===== config.mk =====
export PLATFORM = sky130hd
export DESIGN_NAME = toggle_handshake_rx
export DESIGN_NICKNAME = d
export VERILOG_FILES = /design/src/rtl/toggle_hs_pkg.sv /design/src/rtl/toggle_sync_edge.sv /design/src/rtl/toggle_handshake_rx.sv
export SDC_FILE = /design/constraint.sdc
export NUM_CORES = 1
export LEC_CHECK = 0
export CORE_MARGIN = 5
export CORE_UTILIZATION = 50
export DETAILED_ROUTE_END_ITERATION = 10
export DONT_BUFFER_PORTS = 1
export GPL_TIMING_DRIVEN = 0
export SLEW_MARGIN = 25
export SYNTH_ARGS = -nofsm -noshare
export SYNTH_HDL_FRONTEND = slang
export SYNTH_SLANG_ARGS = --single-unit

===== constraint.sdc =====
create_clock -name clk -period 2.3 [get_ports clk]
set_input_delay 0.23 -clock clk [delete_from_list [all_inputs] [get_ports clk]]
set_output_delay 0.23 -clock clk [all_outputs]
set_load 0.01 [all_outputs]

===== src/rtl/toggle_hs_pkg.sv =====
// Shared definitions for the two-phase toggle handshake (sender and receiver sides).
package toggle_hs_pkg;

   typedef enum logic {
      IDLE = 1'b0,
      HOLD = 1'b1
   } rx_state_t;

   localparam int unsigned SYNC_STAGES_DEF = 2;
   localparam int unsigned CNT_W_DEF       = 16;

   // Toggle parity both ends come out of reset with.
   localparam logic TGL_RST = 1'b0;

endpackage : toggle_hs_pkg


===== src/rtl/toggle_sync_edge.sv =====
// Synchronises a toggle into the clk domain and flags each level change for one cycle.
module toggle_sync_edge
   import toggle_hs_pkg::*;
#(
   parameter int unsigned SYNC_STAGES = SYNC_STAGES_DEF
) (
   input  logic clk,
   input  logic reset,
   input  logic req_tgl,
   output logic evt_c
);

   logic [SYNC_STAGES-1:0] sync_q;
   logic                   req_s;
   logic                   req_prev;

   always_ff @(posedge clk or posedge reset) begin
      if (reset) begin
         sync_q   <= {SYNC_STAGES{TGL_RST}};
         req_prev <= TGL_RST;
      end else begin
         sync_q   <= {sync_q[SYNC_STAGES-2:0], req_tgl};
         req_prev <= req_s;
      end
   end

   assign req_s = sync_q[SYNC_STAGES-1];
   assign evt_c = req_s ^ req_prev;

endmodule : toggle_sync_edge


===== src/rtl/toggle_handshake_rx.sv =====
// Receive end of a two-phase toggle handshake: one captured word per req_tgl flip,
// handed to a valid/ready consumer, each acceptance answered by an ack_tgl flip.
module toggle_handshake_rx
   import toggle_hs_pkg::*;
#(
   parameter int unsigned DATA_W      = 8,
   parameter int unsigned SYNC_STAGES = SYNC_STAGES_DEF,
   parameter int unsigned CNT_W       = CNT_W_DEF
) (
   input  logic              clk,
   input  logic              reset,
   input  logic              req_tgl,
   input  logic [DATA_W-1:0] req_data,
   output logic [DATA_W-1:0] dout,
   output logic              dout_valid,
   input  logic              dout_ready,
   output logic              ack_tgl,
   output logic              err_ovr,
   input  logic              err_clr,
   output logic [CNT_W-1:0]  xfer_cnt,
   output logic [CNT_W-1:0]  ovr_cnt
);

   rx_state_t state;
   logic      evt;
   logic      accept_c;
   logic      ovr_c;

   toggle_sync_edge #(
      .SYNC_STAGES (SYNC_STAGES)
   ) u_sync (
      .clk     (clk),
      .reset   (reset),
      .req_tgl (req_tgl),
      .evt_c   (evt)
   );

   assign accept_c = dout_valid & dout_ready;
   // A new flip while the held word is still unconsumed drops the new word.
   assign ovr_c    = (state == HOLD) & evt & ~accept_c;

   // Handshake FSM with the data register and ack flop it owns.
   always_ff @(posedge clk or posedge reset) begin
      if (reset) begin
         state      <= IDLE;
         dout       <= '0;
         dout_valid <= 1'b0;
         ack_tgl    <= TGL_RST;
      end else begin
         case (state)
            IDLE: begin
               if (evt) begin
                  dout       <= req_data;
                  dout_valid <= 1'b1;
                  state      <= HOLD;
               end
            end
            HOLD: begin
               if (accept_c) begin
                  ack_tgl <= ~ack_tgl;
                  if (evt) begin
                     dout <= req_data;
                  end else begin
                     dout_valid <= 1'b0;
                     state      <= IDLE;
                  end
               end
            end
            default: begin
               dout_valid <= 1'b0;
               state      <= IDLE;
            end
         endcase
      end
   end

   // Transfer statistics and the sticky overrun flag; a same-cycle set beats clear.
   always_ff @(posedge clk or posedge reset) begin
      if (reset) begin
         xfer_cnt <= '0;
         ovr_cnt  <= '0;
         err_ovr  <= 1'b0;
      end else begin
         if (accept_c) begin
            xfer_cnt <= xfer_cnt + CNT_W'(1);
         end
         if (ovr_c && (ovr_cnt != {CNT_W{1'b1}})) begin
            ovr_cnt <= ovr_cnt + CNT_W'(1);
         end
         if (ovr_c) begin
            err_ovr <= 1'b1;
         end else if (err_clr) begin
            err_ovr <= 1'b0;
         end
      end
   end

endmodule : toggle_handshake_rx


# After elaboration in Yosys (flattened, before gate mapping)

Cells that the tools add are included.

Register bits: 47
Input bits: 13

Add/subtract/negate cells: 2
Equal/unequal tests: 4
Mux-type cells: 12
Bitwise gates (word level): 7
Reduce and logical (&&, ||, !) cells: 4

Operators with widths:

| kind                                                   | number |
|---|---|
| adder 16 x 1 -> 16 bit (second input constant)         | 2 |
| 2-to-1 mux 8 bit                                       | 2 |
| inequality test 16 bit (second input constant)         | 1 |
| case mux 8 bit (2 select lines)                        | 1 |
| 2-to-1 mux 1 bit                                       | 7 |
| inequality test 2 bit (second input constant)          | 2 |
| case mux 1 bit (2 select lines)                        | 2 |
| AND 1 bit                                              | 3 |
| NOT 1 bit                                              | 3 |
| AND reduction 3 bit                                    | 1 |
| inequality test 2 x 1 -> 1 bit (second input constant) | 1 |
| AND reduction 2 bit                                    | 1 |
| nonzero test 2 bit                                     | 1 |
| logical AND 1 bit                                      | 1 |
| bitwise XOR 1 bit                                      | 1 |

# Depth between registers and ports, before layout

Gate-level depths: netlist (run 1).

Depth after elaboration: 4
Gate-level depth with buffers: 7
Gate-level depth less buffers: 7

# Hierarchy

From an unflattened synthesis (run 1), not the netlist that was laid out.

Cell total of the unflattened synthesis: 171
Area, all modules: 2055.7 um2

By module, submodules not included:

| module              | times used | cells each | area an instance (um2) | seq. area each (um2) |
|---|---|---|---|---|
| toggle_handshake_rx | 1          | 166        | 1968.1                 | 1101.1 |
| toggle_sync_edge    | 1          | 5          | 87.6                   | 75.1 |

# Worst setup path before layout (run 1)

OpenSTA, ideal clock, no wires.

Path type: register to register
Start: register u_sync.sync_q[1]
End: register ovr_cnt[12]
Setup time: 0.125 ns
Data arrival time: 1.739 ns
Required time: 2.175 ns
Setup slack: 0.436 ns
Stages on the path, launching flop included: 8
Clock period less this slack: 1.864 ns
Path through: dfrtp_1 -> xnor2_1 -> inv_1 -> ha_1 -> a21boi_0 -> nand4_1 -> nor3_1 -> mux2_2

Longest elaborated chain between the ends: 4

RTL lines:

| item                   | RTL line                  | text |
|---|---|---|
| start, declared        | toggle_sync_edge.sv:13    | `logic [SYNC_STAGES-1:0] sync_q;` |
| start signal, assigned | toggle_sync_edge.sv:19    | `sync_q <= {SYNC_STAGES{TGL_RST}};` |
| start signal, assigned | toggle_sync_edge.sv:22    | `sync_q <= {sync_q[SYNC_STAGES-2:0], req_tgl};` |
| bitwise XOR 1 bit      | toggle_sync_edge.sv:28    | `assign evt_c = req_s ^ req_prev;` |
| AND 1 bit (2 in a row) | toggle_handshake_rx.sv:40 | `assign ovr_c = (state == HOLD) & evt & ~accept_c;` |
| logical AND 1 bit      | toggle_handshake_rx.sv:87 | `if (ovr_c && (ovr_cnt != {CNT_W{1'b1}})) begin` |
| end signal, assigned   | toggle_handshake_rx.sv:88 | `ovr_cnt <= ovr_cnt + CNT_W'(1);` |
| end, declared          | toggle_handshake_rx.sv:21 | `output logic [CNT_W-1:0] ovr_cnt` |

No other way between the ends.
A chain may end at the register's enable or synchronous reset.

# Final worst setup path (run 1)

Same ends and word-level chain as after synthesis.

==> results of run 1 <==
cell families (layout without fill, tap and decap cells):
| logic type | after synthesis | count (layout) |
|---|---|---|
| fa+ha+maj | 3 | 3 |
| mux | 10 | 10 |
| simple gates | 69 | 69 |
| flops | 47 | 47 |
| compound gates | 4 | 4 |
| xor+xnor | 31 | 31 |
| buf+inv | 5 | 16 |
registers in the layout (all words and copies together), names as in the netlist:
signal	flops
u_sync.sync_q	2
xfer_cnt	16
err_ovr	1
u_sync.req_prev	1
state	1
ack_tgl	1
dout	8
dout_valid	1
ovr_cnt	16
timing repair:
action / CTS / global route
endpoints found under the hold margin: 20 / 0
hold buffers: 2 / 0
endpoints found under the setup margin: 0 / 5
setup buffers: 0 / 0
resized for setup: 0 / 1
cell usage in the layout, fill, tap and decap left out:
cell	instances
a21boi_1	1
ha_1	3
mux2_4	1
and3_1	2
xnor2_1	15
nand4_1	8
mux2_2	9
bufinv_16	1
xor2_1	16
clkbuf_8	6
nor2_1	6
dlygate4sd3_1	2
nor4_4	1
nand4_2	1
a21oi_2	1
nand2_1	21
o21ai_0	2
nor2_2	1
dfrtp_1	47
nor3b_1	3
inv_1	4
clkinv_2	1
nand3_1	10
and2_1	1
inv_2	1
nand4_4	1
nor4_1	4
and4_1	3
nor3_1	7
buf_12	1
worst paths after layout:
| path | endpoint | depth (start not counted) |
|---|---|---|
| max | ovr_cnt[12] | 7 |
| min | err_ovr | 1 |
| max reg2reg | ovr_cnt[12] | 7 |
| max in group asynchronous | dout_valid | 3 |
| min reg2reg | u_sync.sync_q[1] | 0 |
| min in group asynchronous | ovr_cnt[7] | 2 |
metrics by stage:
stage,setup slack [ns],std cells,hold WS [ns]
6_report,0.2217,230,0.02128
5_1_grt,0.04099,230,0.007084
4_1_cts,0.1029,230,0.005941
3_5_place_dp,0.1181,220,0.1497
3_3_place_gp,0.1562,219,0.2615
2_1_floorplan,0.4362,169,0.2614
layout make-up:
cell class | count | share of cell area [%]
inverter | 5 | 0.8315
clock buffer | 6 | 3.659
sequential | 47 | 52.11
tap | 50 | 2.772
multi-input combinational | 117 | 37.31
timing repair buffer | 3 | 1.774
clock inverter | 2 | 1.552
power groups by stage:
stage          logic (uW)  registers [uW]  clock network, uW
4_1_cts               350            1330                634
2_1_floorplan         295            1270                  0
3_5_place_dp          346            1350                  0
5_1_grt               397            1360                673
6_report              342            1330                612
3_3_place_gp          323            1340                  0
metal layers:
layer | up-vias | part of all wire, %
met5 | - | 0
met4 | 0 | 2.3
met3 | 9 | 11
met2 | 51 | 46
met1 | 622 | 40
li1 | 605 | -
==> results.json, run 1 <==
{
  "top_usage_layer": "met2",
  "met1_usage_pct": 19.16,
  "status": "finished clean",
  "path_clk_slew_ns": 0.08,
  "dp_hpwl_um": 2977,
  "fin_util_pct": 56.84,
  "holdCritPathClass": "input pin to register",
  "yosysWarnings": 0,
  "routed_wl_um": 3841,
  "multi_input_area_um2": 842.1,
  "synth_area_leaders": "dfrtp_1, xor2_1, xnor2_1",
  "syn-mean-instance-area_um2": 12.05,
  "power_uw": 2281,
  "finalSetupViolCount": 0,
  "synth-xor-area-share_pct": 13.33,
  "p_seq_share_pct": 58.1,
  "async_reset_ff_share_pct": 100.0,
  "p_leak_uw": 0.001063,
  "max_stage_delay_ns": 0.40,
  "synth_edf_count": 0,
  "ys_top_cells_by_count": "dfrtp_1, nand2_1, xor2_1, xnor2_1, nand3_1",
  "syn_inst": 169,
  "final.setup.tns_ns": 0,
  "drtAntennaViolNets": 0,
  "p_clk_share_pct": 26.8,
  "critPathLaunchType": "register",
  "synth_compound_area_share_pct": 1.290,
  "drive_gt1_share_pct": 13.89,
  "hold_violations": 0,
  "initial_core_util_pct": 51.29,
  "synth_top_area_share_pct": 57.74,
  "syn_area_mm2": 0.002037,
  "maxSlewViolCount": 0,
  "syn_nets": 185,
  "grt_usage_pct": 15.63,
  "area_growth_pct": 10.81,
  "rsz0062_at_grt": "false",
  "drc_errors": 0,
  "cp.required_ns": 2.48,
  "crit_chain": "xnor2_1 -> inv_1 -> ha_1 -> a21boi_1 -> nand4_1 -> nor3_1 -> mux2_2",
  "diodes": 0,
  "n_fill_cell": 337,
  "routed_via_density": 5.596,
  "p_sw_uw": 723.8,
  "startpoint": "u_sync.sync_q[1]",
  "ios": 56,
  "synth_mux_area_share_pct": 5.713,
  "seqCellArea_mm2": 0.001176,
  "switching_share_pct": 31.74,
  "combPwrFrac_pct": 15.0,
  "synth_fa_ha_area_share_pct": 1.843,
  "grt_pass1_wl_um": 6403,
  "fin_skew_ns": 0.009306,
  "fmaxAchievable_ghz": 0.4812,
  "via_count": 1287,
  "grt_pass1_vias": 1334,
  "cts_buffer_depth": 2,
  "wl_per_cell_um": 16.70,
  "crit_fanout": 6,
  "max-cap-violations": 0,
  "synth-simple-area-share_pct": 19.16,
  "pwr_density_cell_mw_per_mm2": 1010,
  "cts_tree": "yes",
  "overflow": 0,
  "seq_area_frac_synth_pct": 57.74,
  "drtIter0Drc": 36,
  "dieHeight_um": 73.83,
  "fin_area_mm2": 0.002257,
  "cts.sinks": 47,
  "synth_top_family_by_area": "simple AND/OR/NAND/NOR gates",
  "die_w_um": 73.83,
  "io_buffers": 0,
  "worst_pin_slew_ns": 0.6686,
  "first_pass_iters": 4,
  "core_mm2": 0.003971,
  "grtUsageMet2_pct": 23.33,
  "placed_area_mm2": 0.002120,
  "gr-usage-met3_pct": 6.703,
  "gp_congestion": 0.7508,
  "die_area_mm2": 0.005450,
  "regToRegSetupSlack_ns": 0.22,
  "ys_ff_latch": 47,
  "arrival_ns": 2.26,
  "slew-limit-headroom_pct": 55.02,
  "worst_skew_pair.late_latency_ns": 0.29,
  "clock-root-buffer": "clkbuf_8",
  "rows": 23,
  "crit_type": "register to register",
  "synth.most_common_cell": "dfrtp_1",
  "critPathTopFamily": "simple AND/OR/NAND/NOR gates",
  "min_period_over_period_pct": 90.36,
  "grt_max_degree": 29,
  "path_buf_inv": 1,
  "antenna_found_initial": 0,
  "nets": 195,
  "cts_made_buffers": 5,
  "intPower_uw": 1557,
  "crit_path_top_delay_cell": "dfrtp_1",
  "peakVddDrop_mv": 0.5112,
  "worstHoldStart": "err_clr",
  "htree_levels": 2,
  "ys_types": 24,
  "yosys.area.top_type": "dfrtp_1",
  "crit_path_end_kind": "register",
  "regToRegStartpoint": "u_sync.sync_q[1]",
  "synth_ff_type": "dfrtp_1",
  "fin_crit_ns": 2.078
}
No activity file was read; power rests on OpenSTA's default activity.
==> run 2: changes to the inputs <==
Settings changed: BUFFER_PORTS_ARGS set to -buffer_cell sky130_fd_sc_hd__buf_2, DONT_BUFFER_PORTS 1 to not set, PLACE_DENSITY set to 0.77.
==> results.json, run 2 (synthesis results as in run 1) <==
{
  "status": "finished clean",
  "cts_hold_buf": 1,
  "antenna_found_initial": 0,
  "rsz0062_at_grt": "false",
  "min_period_over_period_pct": 92.29,
  "area_growth_pct": 23.59,
  "routed_via_density": 5.271,
  "layout_common_cells": "buf_2, dfrtp_1, nand2_1, xor2_1, xnor2_1",
  "crit_path_end_kind": "register",
  "cts-resized-gates": 0,
  "dp_hpwl_um": 2920,
  "max_stage_delay_ns": 0.39,
  "grt_pass1_vias": 1453,
  "wl_per_cell_um": 13.56,
  "cts.sinks": 47,
  "slew-limit-headroom_pct": 60.86,
  "drtIter0Drc": 136,
  "worst_skew_pair.late_latency_ns": 0.30,
  "grt_max_degree": 27,
  "intPower_uw": 1655,
  "crit_fanout": 6,
  "pwr_density_cell_mw_per_mm2": 963.1,
  "hold_slack_ns": 0.04048,
  "fin_cells": 284,
  "diodes": 0,
  "crit_path_top_delay_cell": "dfrtp_1",
  "dieHeight_um": 73.83,
  "placed_cells": 275,
  "holdCritPathClass": "input pin to register",
  "hold_violations": 0,
  "p_sw_uw": 770.0,
  "initial_core_util_pct": 51.29,
  "cts_tree": "yes",
  "fin_area_mm2": 0.002517,
  "finalSetupViolCount": 0,
  "die_area_mm2": 0.005450,
  "cts_made_buffers": 5,
  "via_count": 1497,
  "clock-root-buffer": "clkbuf_8",
  "drtAntennaViolNets": 0,
  "htree_levels": 2,
  "cts_buffer_depth": 2,
  "fin_skew_ns": 0.007646,
  "p_seq_share_pct": 49.2,
  "combPwrFrac_pct": 26.2,
  "crit_chain": "xnor2_1 -> inv_1 -> ha_1 -> a21boi_0 -> nand4_1 -> nor3_1 -> mux2_2",
  "arrival_ns": 2.31,
  "p_clk_share_pct": 24.6,
  "final_common_cell": "buf_2",
  "cp.required_ns": 2.49,
  "fin_util_pct": 63.39,
  "nets": 249,
  "routed_wl_um": 3851,
  "maxSlewViolCount": 0,
  "top_regs": "ovr_cnt x16, xfer_cnt x16, dout x8",
  "die_w_um": 73.83,
  "p_leak_uw": 0.001313,
  "drc_errors": 0,
  "rows": 23,
  "gp_congestion": 0.7852,
  "path_clk_slew_ns": 0.08,
  "first_pass_iters": 4,
  "path_buf_inv": 1,
  "fin_crit_ns": 2.123,
  "grt_pass1_wl_um": 6520,
  "grt_usage_pct": 15.54,
  "max-cap-violations": 0,
  "fmaxAchievable_ghz": 0.4711,
  "critPathTopFamily": "simple AND/OR/NAND/NOR gates",
  "switching_share_pct": 31.76,
  "worst_pin_slew_ns": 0.5818,
  "crit_type": "register to register",
  "overflow": 0,
  "core_mm2": 0.003971,
  "final.setup.tns_ns": 0,
  "drive_gt1_share_pct": 34.19,
  "placed_area_mm2": 0.002395,
  "ios": 56,
  "io_buffers": 55,
  "postCtsSetupRepairBufs": 0,
  "peakVddDrop_mv": 0.5428,
  "critPathLaunchType": "register"
}
==> run 2: routing by layer <==
| layer | global-route usage [%] | part of all wire (%) | vias to the layer above |
|---|---|---|---|
| li1 | - | - | 718 |
| met1 | 20.47 | 45 | 729 |
| met2 | 23.82 | 46 | 42 |
| met3 | 5.335 | 7.2 | 8 |
| met4 | 5.433 | 1.8 | 0 |
| met5 | 0 | 0 | - |
==> run 2: worst reg2reg max path, stage by stage, from the launching register on <==
cell	delay [ns]
dfrtp_1	0.39
xnor2_1	0.16
inv_1	0.07
ha_1	0.15
a21boi_0	0.34
nand4_1	0.30
nor3_1	0.25
mux2_2	0.35
==> run 2: area by class of cell <==
class,count,area (um^2)
fillers,317,1454
flip-flops and latches,47,1176
multi-input cells,117,842.1
repair buffers,57,305.3
clock buffers,5,68.82
well taps,50,62.56
clock inverters,3,43.79
inverters,5,18.77
==> run 2: power groups by stage <==
stage	Sequential, uW	Combinational (uW)	Clock [uW]
detailed placement	1210	647	0
global placement	1210	615	0
floorplan	1270	295	0
global route	1230	705	648
finish	1190	636	596
CTS	1200	650	611
==> run 2: metrics by stage <==
stage	worst slack, ns	total power [uW]
after detailed placement	0.1655	1856
after CTS	0.1591	2456
after global routing	0.02967	2584
after global placement	0.2123	1821
final	0.1774	2425
after floorplan	0.4362	1568
==> run 2: final timing paths <==
check | slack, ns | depth (start not counted) | to | startpoint
worst max register to register | 0.18 | 7 | ovr_cnt[12] | u_sync.sync_q[1]
worst max-delay path | 0.18 | 7 | ovr_cnt[12] | u_sync.sync_q[1]
max in group asynchronous | 1.31 | 4 | dout_valid | reset
min in group asynchronous | 0.50 | 3 | ovr_cnt[11] | reset
worst min-delay path | 0.04 | 1 | u_sync.sync_q[0] | req_tgl
worst min register to register | 0.35 | 0 | u_sync.sync_q[1] | u_sync.sync_q[0]
==> run 3: changes to the inputs <==
Settings changed: RECOVER_POWER set to 100.
==> results.json, run 3 (synthesis results as in run 1) <==
{
  "die_area_mm2": 0.005450,
  "io_buffers": 55,
  "fin_crit_ns": 2.106,
  "nets": 249,
  "clock-root-buffer": "clkbuf_8",
  "cts_buffer_depth": 2,
  "dieHeight_um": 73.83,
  "maxSlewViolCount": 0,
  "arrival_ns": 2.29,
  "routed_via_density": 5.261,
  "grt_pass1_vias": 1453,
  "top_regs": "ovr_cnt x16, xfer_cnt x16, dout x8",
  "cts.sinks": 47,
  "cts_tree": "yes",
  "drive_gt1_share_pct": 14.53,
  "crit_chain": "xnor2_1 -> inv_1 -> ha_1 -> a21boi_0 -> nand4_1 -> nor3_1 -> mux2_2",
  "seqCellArea_mm2": 0.001176,
  "htree_levels": 2,
  "peakVddDrop_mv": 0.5301,
  "antenna_found_initial": 0,
  "ios": 56,
  "drtIter0Drc": 127,
  "core_mm2": 0.003971,
  "grt_pass1_wl_um": 6520,
  "hold_violations": 0,
  "crit_path_top_delay_cell": "dfrtp_1",
  "status": "finished clean",
  "n_fill_cell": 347,
  "drc_errors": 0,
  "die_w_um": 73.83,
  "max_stage_delay_ns": 0.39,
  "critPathTopFamily": "simple AND/OR/NAND/NOR gates",
  "area_growth_pct": 19.47,
  "crit_fanout": 6,
  "path_clk_slew_ns": 0.08,
  "regToRegStartpoint": "u_sync.sync_q[1]",
  "max-cap-violations": 0,
  "grt_max_degree": 27,
  "via_count": 1494,
  "startpoint": "u_sync.sync_q[1]",
  "regToRegSetupSlack_ns": 0.19,
  "cts_made_buffers": 5,
  "multi_input_area_um2": 827.0,
  "gp_congestion": 0.7852,
  "cp.required_ns": 2.49,
  "postCtsSetupRepairBufs": 0,
  "drtAntennaViolNets": 0,
  "fin_skew_ns": 0.008782,
  "pwr_density_cell_mw_per_mm2": 974.8,
  "critPathLaunchType": "register",
  "crit_type": "register to register",
  "first_pass_iters": 4,
  "worst_pin_slew_ns": 0.8092,
  "power_uw": 2372,
  "crit_path_end_kind": "register",
  "final.setup.tns_ns": 0,
  "slew-limit-headroom_pct": 46.00,
  "min_period_over_period_pct": 91.58,
  "p_leak_uw": 0.001132,
  "grt_usage_pct": 15.54,
  "diodes": 0,
  "routed_wl_um": 3879,
  "finalSetupViolCount": 0,
  "rows": 23,
  "path_buf_inv": 1,
  "holdCritPathClass": "input pin to register",
  "worstHoldStart": "req_tgl",
  "wl_per_cell_um": 13.66,
  "final_common_cell": "dfrtp_1",
  "dp_hpwl_um": 2920,
  "overflow": 0,
  "layout_common_cells": "dfrtp_1, clkbuf_1, nand2_1, xor2_1, xnor2_1",
  "initial_core_util_pct": 51.29,
  "fmaxAchievable_ghz": 0.4748,
  "rsz0062_at_grt": "false",
  "worst_skew_pair.late_latency_ns": 0.30
}
## run 3: path summary, 6_finish.rpt
kind                            depth (start not counted)                to
worst max-delay path                                    7       ovr_cnt[12]
worst min-delay path                                    1  u_sync.sync_q[0]
worst max register to register                          7       ovr_cnt[12]
worst min register to register                          0  u_sync.sync_q[1]
max in group asynchronous                               4        dout_valid
min in group asynchronous                               3       ovr_cnt[11]
## run 3: layer usage
| layer | wire length (um) | track usage (%) |
|---|---|---|
| met5 | 0 | 0 |
| met4 | 68 | 5.433 |
| met2 | 1760 | 23.82 |
| met3 | 288 | 5.335 |
| met1 | 1762 | 20.47 |
## run 3: metrics by stage
stage          hold WS, ns  instance area (um^2)  setup WS, ns  util [%]  std cells
2_1_floorplan       0.2614                  2037        0.4362         -        169
3_3_place_gp        0.3315                  2375        0.2123     59.80        274
3_5_place_dp        0.2879                  2395        0.1655     60.30        275
4_1_cts            0.02957                  2517        0.1591     63.39        284
5_1_grt            0.02564                  2434       0.04968     61.28        284
6_report           0.04048                  2434        0.1937     61.28        284
## run 3: power breakdown
part           total [uW]  switching, uW  internal [uW]
logic                 579            314            265
registers            1200            187           1010
clock network         594            270            324
## run 3: area by class of cell
cell class | count | area share (%)
clock buffer | 5 | 2.828
multi-input combinational | 117 | 33.98
tap | 50 | 2.571
sequential | 47 | 48.33
timing repair buffer | 57 | 9.717
inverter | 5 | 0.7712
clock inverter | 3 | 1.799
## run 3: what timing repair did
item	4_1_cts	5_1_grt
resized for setup	0	0
hold buffers	1	0
hold endpoints to repair	21	0
## run 3: worst reg2reg max path, delay by kind of cell (launching register included)
family / cells / cell delay (ns)
buffers and inverters: 1 / 0.07
xor gates and xnor gates: 1 / 0.15
AOI/OAI and AO/OA: 1 / 0.34
and+or+nand+nor: 2 / 0.55
DFF: 1 / 0.39
muxes: 1 / 0.35
adders and majority gates: 1 / 0.15
